--- src/rtl/enigma_rotor_stage_if.sv ---
// Bundle of configuration, stepping and translation signals between a rotor
// stack controller (master) and one enigma_rotor_stage (slave).
interface enigma_rotor_stage_if #(
  parameter int unsigned W = 5
);
  logic         cfg_we;
  logic [W-1:0] cfg_addr;
  logic [W-1:0] cfg_data;
  logic         pos_we;
  logic [W-1:0] pos_data;
  logic [W-1:0] ring;
  logic         step_in;
  logic         in_valid;
  logic         dir;
  logic [W-1:0] in_data;
  logic         out_valid;
  logic [W-1:0] out_data;
  logic         carry_out;
  logic [W-1:0] position;

  modport master (
    output cfg_we, cfg_addr, cfg_data, pos_we, pos_data, ring,
           step_in, in_valid, dir, in_data,
    input  out_valid, out_data, carry_out, position
  );

  modport slave (
    input  cfg_we, cfg_addr, cfg_data, pos_we, pos_data, ring,
           step_in, in_valid, dir, in_data,
    output out_valid, out_data, carry_out, position
  );
endinterface

--- src/rtl/enigma_rotor_stage.sv ---
// Clocked Enigma rotor stage: loadable wiring table, stepping position with
// notch carry, ring setting, and a one-cycle registered translation path.
// Optional macro ROTOR_REV_PATH_EN builds the inverse table and honours dir;
// without it every request takes the forward path.
module enigma_rotor_stage #(
  parameter int unsigned N     = 26,
  parameter int unsigned W     = 5,
  parameter int unsigned NOTCH = 16
) (
  input  logic              clk,
  input  logic              rst_n,
  enigma_rotor_stage_if.slave bus
);
  typedef logic [W-1:0] sym_t;
  typedef logic [W:0]   ext_t;

  localparam ext_t N_EXT     = ext_t'(N);
  localparam sym_t NOTCH_SYM = sym_t'(NOTCH);
  localparam sym_t LAST_SYM  = sym_t'(N - 1);

  // (a + b) mod N for a, b < N, at W+1 bits.
  function automatic sym_t add_mod(input sym_t a, input sym_t b);
    ext_t sum;
    sum = {1'b0, a} + {1'b0, b};
    if (sum >= N_EXT) sum = sum - N_EXT;
    return sum[W-1:0];
  endfunction

  // (a - b) mod N for a, b < N, at W+1 bits.
  function automatic sym_t sub_mod(input sym_t a, input sym_t b);
    ext_t diff;
    diff = {1'b0, a} - {1'b0, b};
    if (a < b) diff = diff + N_EXT;
    return diff[W-1:0];
  endfunction

  // Fold an out-of-range setting back into 0..N-1 with a single subtract.
  function automatic sym_t reduce(input sym_t x);
    ext_t v;
    v = {1'b0, x};
    if (v >= N_EXT) v = v - N_EXT;
    return v[W-1:0];
  endfunction

  sym_t fwd [N];
`ifdef ROTOR_REV_PATH_EN
  sym_t inv [N];
`else
  logic unused_dir;
  assign unused_dir = bus.dir;
`endif

  sym_t position_q;
  logic out_valid_q;
  sym_t out_data_q;
  logic carry_q;

  sym_t ring_eff;
  sym_t pos_load;
  logic in_range;
  logic cfg_ok;
  sym_t s_idx;
  sym_t table_out;
  sym_t xlat;

  // Datapath: ring/position offsets into the table and back out again.
  always_comb begin
    // NOTE: every signal in this block gets a default first so no latch is inferred.
    ring_eff  = reduce(bus.ring);
    pos_load  = reduce(bus.pos_data);
    in_range  = ({1'b0, bus.in_data} < N_EXT);
    cfg_ok    = bus.cfg_we && ({1'b0, bus.cfg_addr} < N_EXT)
                           && ({1'b0, bus.cfg_data} < N_EXT);
    s_idx     = sub_mod(add_mod(in_range ? bus.in_data : '0, position_q), ring_eff);
    table_out = fwd[s_idx];
`ifdef ROTOR_REV_PATH_EN
    if (bus.dir) table_out = inv[s_idx];
`endif
    xlat      = in_range ? add_mod(sub_mod(table_out, position_q), ring_eff)
                         : bus.in_data;
  end

  // Wiring table(s): identity after reset, paired writes keep inv consistent.
  always_ff @(posedge clk) begin
    // NOTE: the tables must come out of reset as identity, so they are real
    // flops with a reset loop rather than an un-reset RAM.
    if (!rst_n) begin
      for (int i = 0; i < int'(N); i++) begin
        fwd[i] <= sym_t'(i);
`ifdef ROTOR_REV_PATH_EN
        inv[i] <= sym_t'(i);
`endif
      end
    end else if (cfg_ok) begin
      // NOTE: non-blocking assignments for all sequential state, so reads in
      // this cycle see pre-edge values and ordering between blocks is irrelevant.
      fwd[bus.cfg_addr] <= bus.cfg_data;
`ifdef ROTOR_REV_PATH_EN
      inv[bus.cfg_data] <= bus.cfg_addr;
`endif
    end
  end

  // Position register with load priority over stepping, plus notch carry.
  always_ff @(posedge clk) begin
    if (!rst_n) begin
      position_q <= '0;
      carry_q    <= 1'b0;
    end else if (bus.pos_we) begin
      position_q <= pos_load;
      carry_q    <= 1'b0;
    end else if (bus.step_in) begin
      position_q <= (position_q == LAST_SYM) ? '0 : position_q + sym_t'(1);
      carry_q    <= (position_q == NOTCH_SYM);
    end else begin
      carry_q    <= 1'b0;
    end
  end

  // Registered translation result, one cycle after the request.
  always_ff @(posedge clk) begin
    if (!rst_n) begin
      out_valid_q <= 1'b0;
      out_data_q  <= '0;
    end else begin
      out_valid_q <= bus.in_valid;
      if (bus.in_valid) out_data_q <= xlat;
    end
  end

  assign bus.out_valid = out_valid_q;
  assign bus.out_data  = out_data_q;
  assign bus.carry_out = carry_q;
  assign bus.position  = position_q;
endmodule

--- src/flat_wrapper.sv ---
// flat-port wrapper written by rule: the top's interface ports become plain ports
module enigma_rotor_stage_flat 
#(
  parameter int unsigned N     = 26,
  parameter int unsigned W     = 5,
  parameter int unsigned NOTCH = 16
)
  (clk, rst_n, bus_cfg_we, bus_cfg_addr, bus_cfg_data, bus_pos_we, bus_pos_data, bus_ring, bus_step_in, bus_in_valid, bus_dir, bus_in_data, bus_out_valid, bus_out_data, bus_carry_out, bus_position);
  enigma_rotor_stage_if #(.W(W)) bus_i ();
  input  logic clk;
  input  logic rst_n;
  input wire logic [$bits(bus_i.cfg_we)-1:0] bus_cfg_we;
  input wire logic [$bits(bus_i.cfg_addr)-1:0] bus_cfg_addr;
  input wire logic [$bits(bus_i.cfg_data)-1:0] bus_cfg_data;
  input wire logic [$bits(bus_i.pos_we)-1:0] bus_pos_we;
  input wire logic [$bits(bus_i.pos_data)-1:0] bus_pos_data;
  input wire logic [$bits(bus_i.ring)-1:0] bus_ring;
  input wire logic [$bits(bus_i.step_in)-1:0] bus_step_in;
  input wire logic [$bits(bus_i.in_valid)-1:0] bus_in_valid;
  input wire logic [$bits(bus_i.dir)-1:0] bus_dir;
  input wire logic [$bits(bus_i.in_data)-1:0] bus_in_data;
  output wire logic [$bits(bus_i.out_valid)-1:0] bus_out_valid;
  output wire logic [$bits(bus_i.out_data)-1:0] bus_out_data;
  output wire logic [$bits(bus_i.carry_out)-1:0] bus_carry_out;
  output wire logic [$bits(bus_i.position)-1:0] bus_position;
  assign bus_i.cfg_we = bus_cfg_we;
  assign bus_i.cfg_addr = bus_cfg_addr;
  assign bus_i.cfg_data = bus_cfg_data;
  assign bus_i.pos_we = bus_pos_we;
  assign bus_i.pos_data = bus_pos_data;
  assign bus_i.ring = bus_ring;
  assign bus_i.step_in = bus_step_in;
  assign bus_i.in_valid = bus_in_valid;
  assign bus_i.dir = bus_dir;
  assign bus_i.in_data = bus_in_data;
  assign bus_out_valid = bus_i.out_valid;
  assign bus_out_data = bus_i.out_data;
  assign bus_carry_out = bus_i.carry_out;
  assign bus_position = bus_i.position;
  enigma_rotor_stage #(.N(N), .W(W), .NOTCH(NOTCH)) u_core (.clk(clk), .rst_n(rst_n), .bus(bus_i));
endmodule
--- config.mk ---
export PLATFORM = sky130hd
export DESIGN_NAME = enigma_rotor_stage_flat
export DESIGN_NICKNAME = d
export VERILOG_FILES = /design/src/rtl/enigma_rotor_stage_if.sv /design/src/rtl/enigma_rotor_stage.sv /design/src/flat_wrapper.sv
export SDC_FILE = /design/constraint.sdc
export NUM_CORES = 1
export LEC_CHECK = 0
export CORE_ASPECT_RATIO = 1.4
export CORE_UTILIZATION = 62
export DETAILED_ROUTE_END_ITERATION = 8
export PLACE_DENSITY_LB_ADDON = 0.2
export SYNTH_ARGS = -nofsm -noshare
export SYNTH_HDL_FRONTEND = slang
export SYNTH_SLANG_ARGS = --single-unit
--- constraint.sdc ---
create_clock -name clk -period 11.5 [get_ports clk]
set_clock_uncertainty 0.05 [all_clocks]
set_input_delay 2.875 -clock clk [delete_from_list [all_inputs] [get_ports clk]]
set_output_delay 2.875 -clock clk [all_outputs]
set_load 0.02 [all_outputs]
Word level (Yosys, flattened, before mapping)

Memory sizes are Yosys's and may differ from the RTL's.
Cells that the tools add are included.

Add/sub/neg operators: 11
Order comparisons: 9
Equality and inequality tests: 2
Mux-type cells: 18
Bitwise gates (word level): 2
Reduce and logical (&&, ||, !) cells: 5

Operators by type and width:

| cell                                                                   | number |
|---|---|
| 5-bit two-way mux                                                      | 13 |
| 5-bit subtractor (second input constant)                               | 4 |
| 5-bit < comparator (second input constant)                             | 3 |
| 5-bit by 5-bit adder with 6-bit output                                 | 2 |
| 6-bit by 5-bit >= comparator with 1-bit output (second input constant) | 2 |
| 5-bit adder (second input constant)                                    | 2 |
| 5-bit == test (second input constant)                                  | 2 |
| 5-bit >= comparator (second input constant)                            | 2 |
| 5-bit < comparator                                                     | 2 |
| 5-bit subtractor                                                       | 2 |
| 5-bit by 1-bit adder with 5-bit output (second input constant)         | 1 |
| 1-bit two-way mux                                                      | 5 |
| 5-bit OR reduction                                                     | 1 |
| 3-bit OR reduction                                                     | 1 |
| 1-bit logical AND                                                      | 2 |
| 1-bit NOT                                                              | 2 |
| 2-bit nonzero test                                                     | 1 |

Register bits after elaboration: 12
RAM bits: 130
Bits of input ports: 32
Output and inout bits: 12
Word-level logic and storage cells: 52
Memories: 1

Memory list:

| memory     | words | width | read ports | clocked after memory_dff | write ports | line                     | text |
|---|---|---|---|---|---|---|---|
| u_core.fwd | 26    | 5     | 1          | 0                        | 26          | enigma_rotor_stage.sv:45 | `sym_t fwd [N];` |

Depth between registers and ports, before layout

Gate-level depths: netlist of run 1.
An unclocked memory read counts as a cell.

Word-level depth: 16
Gate-level depth with buffers: 37
Depth with buffers taken out: 35

Worst setup path after synthesis of run 1

No wires, ideal clock.

Kind: input to register
Start point: input bus_in_data[1]
End point: register u_core.out_data_q[1] (netlist: u_core.bus.out_data[1])
Library setup time: 91 ps
Data arrival time: 10220 ps
Required time: 11359 ps
Path slack: 1139 ps
Cell stages on the path: 35
Buffers on the path: 1
Cells stage by stage: o211ai_1 and2_1 ha_1 a21o_1 a21oi_1 xnor2_1 nand2_1 o21ai_0 xnor2_1 fa_1 xor2_1 ha_1 a211o_1 nor2_1 mux2_2 a21o_1 and2_1 clkbuf_1 a21oi_1 and4b_1 nor4_2 ha_1 inv_1 fa_1 xor2_1 ha_1 mux2_2 ha_1 a21o_1 a21oi_1 xnor2_1 a31oi_1 xnor2_1 nand2_1 a311oi_1

Longest elaborated chain between the ends: 16
Elaborated cells on any way between the ends: 20
Those cells by class: add/sub (8); order compare (5); mux (6); memory (1)

Ends and longest elaborated chain:

| element                                                                            | line                      | text |
|---|---|---|
| start, declared                                                                    | flat_wrapper.sv:21        | `input wire logic [$bits(bus_i.in_data)-1:0] bus_in_data;` |
| 5-bit < comparator                                                                 | enigma_rotor_stage.sv:71  | `in_range = ({1'b0, bus.in_data} < N_EXT);` |
| 5-bit two-way mux                                                                  | enigma_rotor_stage.sv:74  | `s_idx = sub_mod(add_mod(in_range ? bus.in_data : '0, position_q), ring_eff);` |
| 5-bit by 5-bit adder with 6-bit output                                             | enigma_rotor_stage.sv:24  | `sum = {1'b0, a} + {1'b0, b};` |
| 5-bit subtractor or 6-bit by 5-bit >= comparator with 1-bit output (tied branches) | enigma_rotor_stage.sv:25  | `if (sum >= N_EXT) sum = sum - N_EXT;` |
| 5-bit two-way mux                                                                  | enigma_rotor_stage.sv:25  |  |
| 5-bit subtractor                                                                   | enigma_rotor_stage.sv:32  | `diff = {1'b0, a} - {1'b0, b};` |
| 5-bit adder                                                                        | enigma_rotor_stage.sv:33  | `if (a < b) diff = diff + N_EXT;` |
| 5-bit two-way mux                                                                  | enigma_rotor_stage.sv:33  |  |
| memory read 26 x 5 bit                                                             | --                        |  |
| 5-bit subtractor                                                                   | enigma_rotor_stage.sv:32  |  |
| 5-bit adder                                                                        | enigma_rotor_stage.sv:33  |  |
| 5-bit two-way mux                                                                  | enigma_rotor_stage.sv:33  |  |
| 5-bit by 5-bit adder with 6-bit output                                             | enigma_rotor_stage.sv:24  |  |
| 5-bit subtractor or 6-bit by 5-bit >= comparator with 1-bit output (tied branches) | enigma_rotor_stage.sv:25  |  |
| 5-bit two-way mux                                                                  | enigma_rotor_stage.sv:25  |  |
| 5-bit two-way mux (*)                                                              | enigma_rotor_stage.sv:79  | `xlat = in_range ? add_mod(sub_mod(table_out, position_q), ring_eff)` |
| end signal, assigned                                                               | enigma_rotor_stage.sv:127 | `if (bus.in_valid) out_data_q <= xlat;` |
| end, declared                                                                      | enigma_rotor_stage.sv:55  | `sym_t out_data_q;` |

Every way passes the cells marked *; elsewhere a longest branch is shown, timed or not.
A chain may end at the register's enable or synchronous reset.

Worst setup path after layout of run 1

Start point: input bus_in_data[2]
End point: register u_core.out_data_q[1] (netlist: u_core.bus.out_data[1])

The elaborated chain is that of the path after synthesis.

==> flow_summary.json, run 1 <==
{
  "drt_iter0_drc": 1026,
  "crit_cells": 36,
  "viasPerCell": 7.240,
  "numCtsBuffers": 17,
  "synth_ff_type": "edfxtp_1",
  "hold_viol": 0,
  "final_layout_size_suffix_gt1_frac": 0.07087,
  "wl_per_cell_um": 21.75,
  "boundaryPins": 44,
  "nets": 1196,
  "drt-total-wl_um": 29990,
  "startpoint": "bus_in_data[2]",
  "n_fill_cell": 1336,
  "period_share": 0.9498,
  "timing.rr.end": "u_core.bus.out_data[1]",
  "yosysSeqAreaShare": 0.4541,
  "clk_latency_ns": 0.43,
  "grt.total_usage": 0.3350,
  "maxCapViolCount": 0,
  "cp.required_ns": 11.79,
  "die_area_um2": 18470,
  "crit_buf_inv": 2,
  "crit_top_cell": "a21o_1",
  "firstDrtPassIters": 6,
  "fmax_ghz": 0.09155,
  "slew_headroom": 0.2716,
  "ys_types": 54,
  "gp_congestion": 0.8852,
  "synthArstFlopShare": 0,
  "register_area_um2": 5045,
  "diodes": 0,
  "drc_errors": 0,
  "cp_slowest_cell": "clkdlybuf4s50_1",
  "ff2ff_path_depth": 33,
  "yosysWarnings": 0,
  "status": "complete, no violations",
  "cts_max_path_buffers": 2,
  "mappedNetlistArea_um2": 11110,
  "syn2layout_area_growth_pct": 11.50,
  "crit_type": "primary input to flip-flop",
  "grt_pass1_wl_um": 47640,
  "synthCells": 1122,
  "postLayoutCoreUtil": 0.7089,
  "path_clk_slew_ns": 0.07,
  "synth-seq-cells": 172,
  "ctsHoldBuffers": 0,
  "critPathTopFamily": "compound AO/OA/AOI/OAI gates",
  "hold_path_class": "flip-flop to flip-flop",
  "timing.final.crit_period_ns": 10.92,
  "vias": 9984,
  "synth_edf_count": 160,
  "die_w_um": 115.1,
  "finalSetupViolCount": 0,
  "cp-start-kind": "primary input",
  "worstPathArrival_ns": 11.21,
  "endpoint": "u_core.bus.out_data[1]",
  "cp-end-kind": "flip-flop",
  "syn_area_per_cell_um2": 9.901,
  "min-delay-start": "u_core.bus.out_data[0]",
  "fp.dieH_um": 160.4,
  "overflow": 0,
  "ant_nets": 0,
  "crit_fanout": 11,
  "io_buffers": 42,
  "initial_utilization": 0.6358,
  "max_stage_delay_ns": 0.53,
  "core-area_um2": 17470,
  "hpwl_um": 19150,
  "rsz0062_at_grt": "false",
  "std_cell_rows": 57,
  "clock-sinks": 172,
  "grt_pass1_vias": 9411,
  "r2r_setup_slack_ns": 3.43,
  "multi_input_area_um2": 5657,
  "grt_start_max_net_pins": 71,
  "final_max_slew_viol_count": 0,
  "cts_tree": "built",
  "htreeDepth": 4,
  "tightestPinTransition_ns": 1.086,
  "cts_root_buffer": "clkbuf_16",
  "antenna_found_initial": 0,
  "r2r_start": "u_core.bus.position[0]"
}
[placed cells by master (no fill, tap or decap), types with 26 or more instances in the layout]
master           count
or3_1               27
nor3_1              44
nor2_1             123
edfxtp_1           160
inv_1               29
and2_1              47
conb_1              30
clkdlybuf4s50_1     42
nand2_1             71
o21ai_0             41
a221oi_1           229
ha_1                29
buf_4               26
[sequential cells by signal, summed over array words and instances, names as in the netlist]
| signal | count |
|---|---|
| u_core.bus.carry_out | 1 |
| u_core.bus.out_data | 5 |
| u_core.bus.out_valid | 1 |
| u_core.bus.position | 5 |
| u_core.fwd | 160 |
[cells by family after synthesis]
group,count (synthesis),share of synthesized area
compound gates,372,0.2659
simple gates,369,0.1621
flops,172,0.4541
buf+inv,144,0.05147
fa+ha+maj,33,0.03987
xor+xnor,19,0.01498
mux,12,0.01126
other cells,1,0.0003376
[synthesized netlist by cell type, drive strengths merged (10+ instances only)]
cell type	number	area share
inv	30	0.010
a22oi	14	0.0095
nand3	10	0.0045
ha	29	0.033
nor2	124	0.042
clkbuf	73	0.025
a21o	12	0.0081
or3	27	0.015
a21oi	25	0.012
nand3b	10	0.0068
xnor2	13	0.010
nor3	44	0.020
edfxtp	160	0.43
o21ai	42	0.019
and2	47	0.026
nand2	71	0.024
buf	39	0.016
dfxtp	12	0.022
a221oi	229	0.18
[routing by layer]
layer	share of wire	GRT usage	wire length, um
met5	0	0	0
met1	0.36	0.3965	10690
met3	0.075	0.04038	2237
met2	0.52	0.5901	15510
met4	0.052	0.1741	1550
[tightest hold or removal path: stages, from the launching register on]
cell and delay (ns):
dfxtp_1 0.31, nor2_1 0.08, a211oi_1 0.05
[metrics by stage]
| stage | hold WS, ns | cell area (um^2) | std cells | setup slack (ns) | TNS, ns |
|---|---|---|---|---|---|
| global route | 0.4758 | 12390 | 1379 | 0.04289 | 0 |
| finish | 0.4427 | 12390 | 1379 | 0.5775 | 0 |
| detailed placement | 0.4321 | 11800 | 1346 | -0.04325 | -0.04361 |
| CTS | 0.4405 | 12360 | 1377 | 0.3733 | 0 |
| floorplan | 0.5040 | 11220 | 1151 | 1.139 | 0 |
| global placement | 0.4226 | 11800 | 1346 | 0.07723 | 0 |
[area by class of cell]
cell class                      count  share of cell area
Clock buffer                       18             0.03465
Clock inverter                     13             0.01081
Inverter                           32            0.009697
Multi-Input combinational cell    835              0.4567
Sequential cell                   172              0.4073
Tap cell                          236             0.02384
Timing Repair Buffer               73             0.05707
[how the worst min path moves through the flow]
stage                              to  cells past startpoint
6_report       u_core.bus.out_data[0]                      2
5_1_grt        u_core.bus.out_data[0]                      2
4_1_cts        u_core.bus.out_data[0]                      2
3_5_place_dp   u_core.bus.out_data[0]                      2
3_3_place_gp   u_core.bus.out_data[1]                      2
2_1_floorplan  u_core.bus.out_data[1]                      2
[what timing repair did]
item | in CTS | in global routing
resized for setup | 0 | 3
setup endpoints to repair | 0 | 3
setup buffers | 0 | 2
Power of run 1 is not shown: default switching activity piles up to over one toggle a cycle in this logic, so the estimate is an artifact.
==> run 2, diff against run 1 <==
SLEW_MARGIN = 20   (was default)
==> results of run 2 <==
Final layout, timing and power as in run 1 (identical DEF).
Power of run 2 is left out for the same reason.
==> run 3, diff against run 2 <==
CAP_MARGIN = 20   (was default)
==> results of run 3 <==
Final layout, timing and power as in run 1 (identical DEF).
Power of run 3 is left out for the same reason.
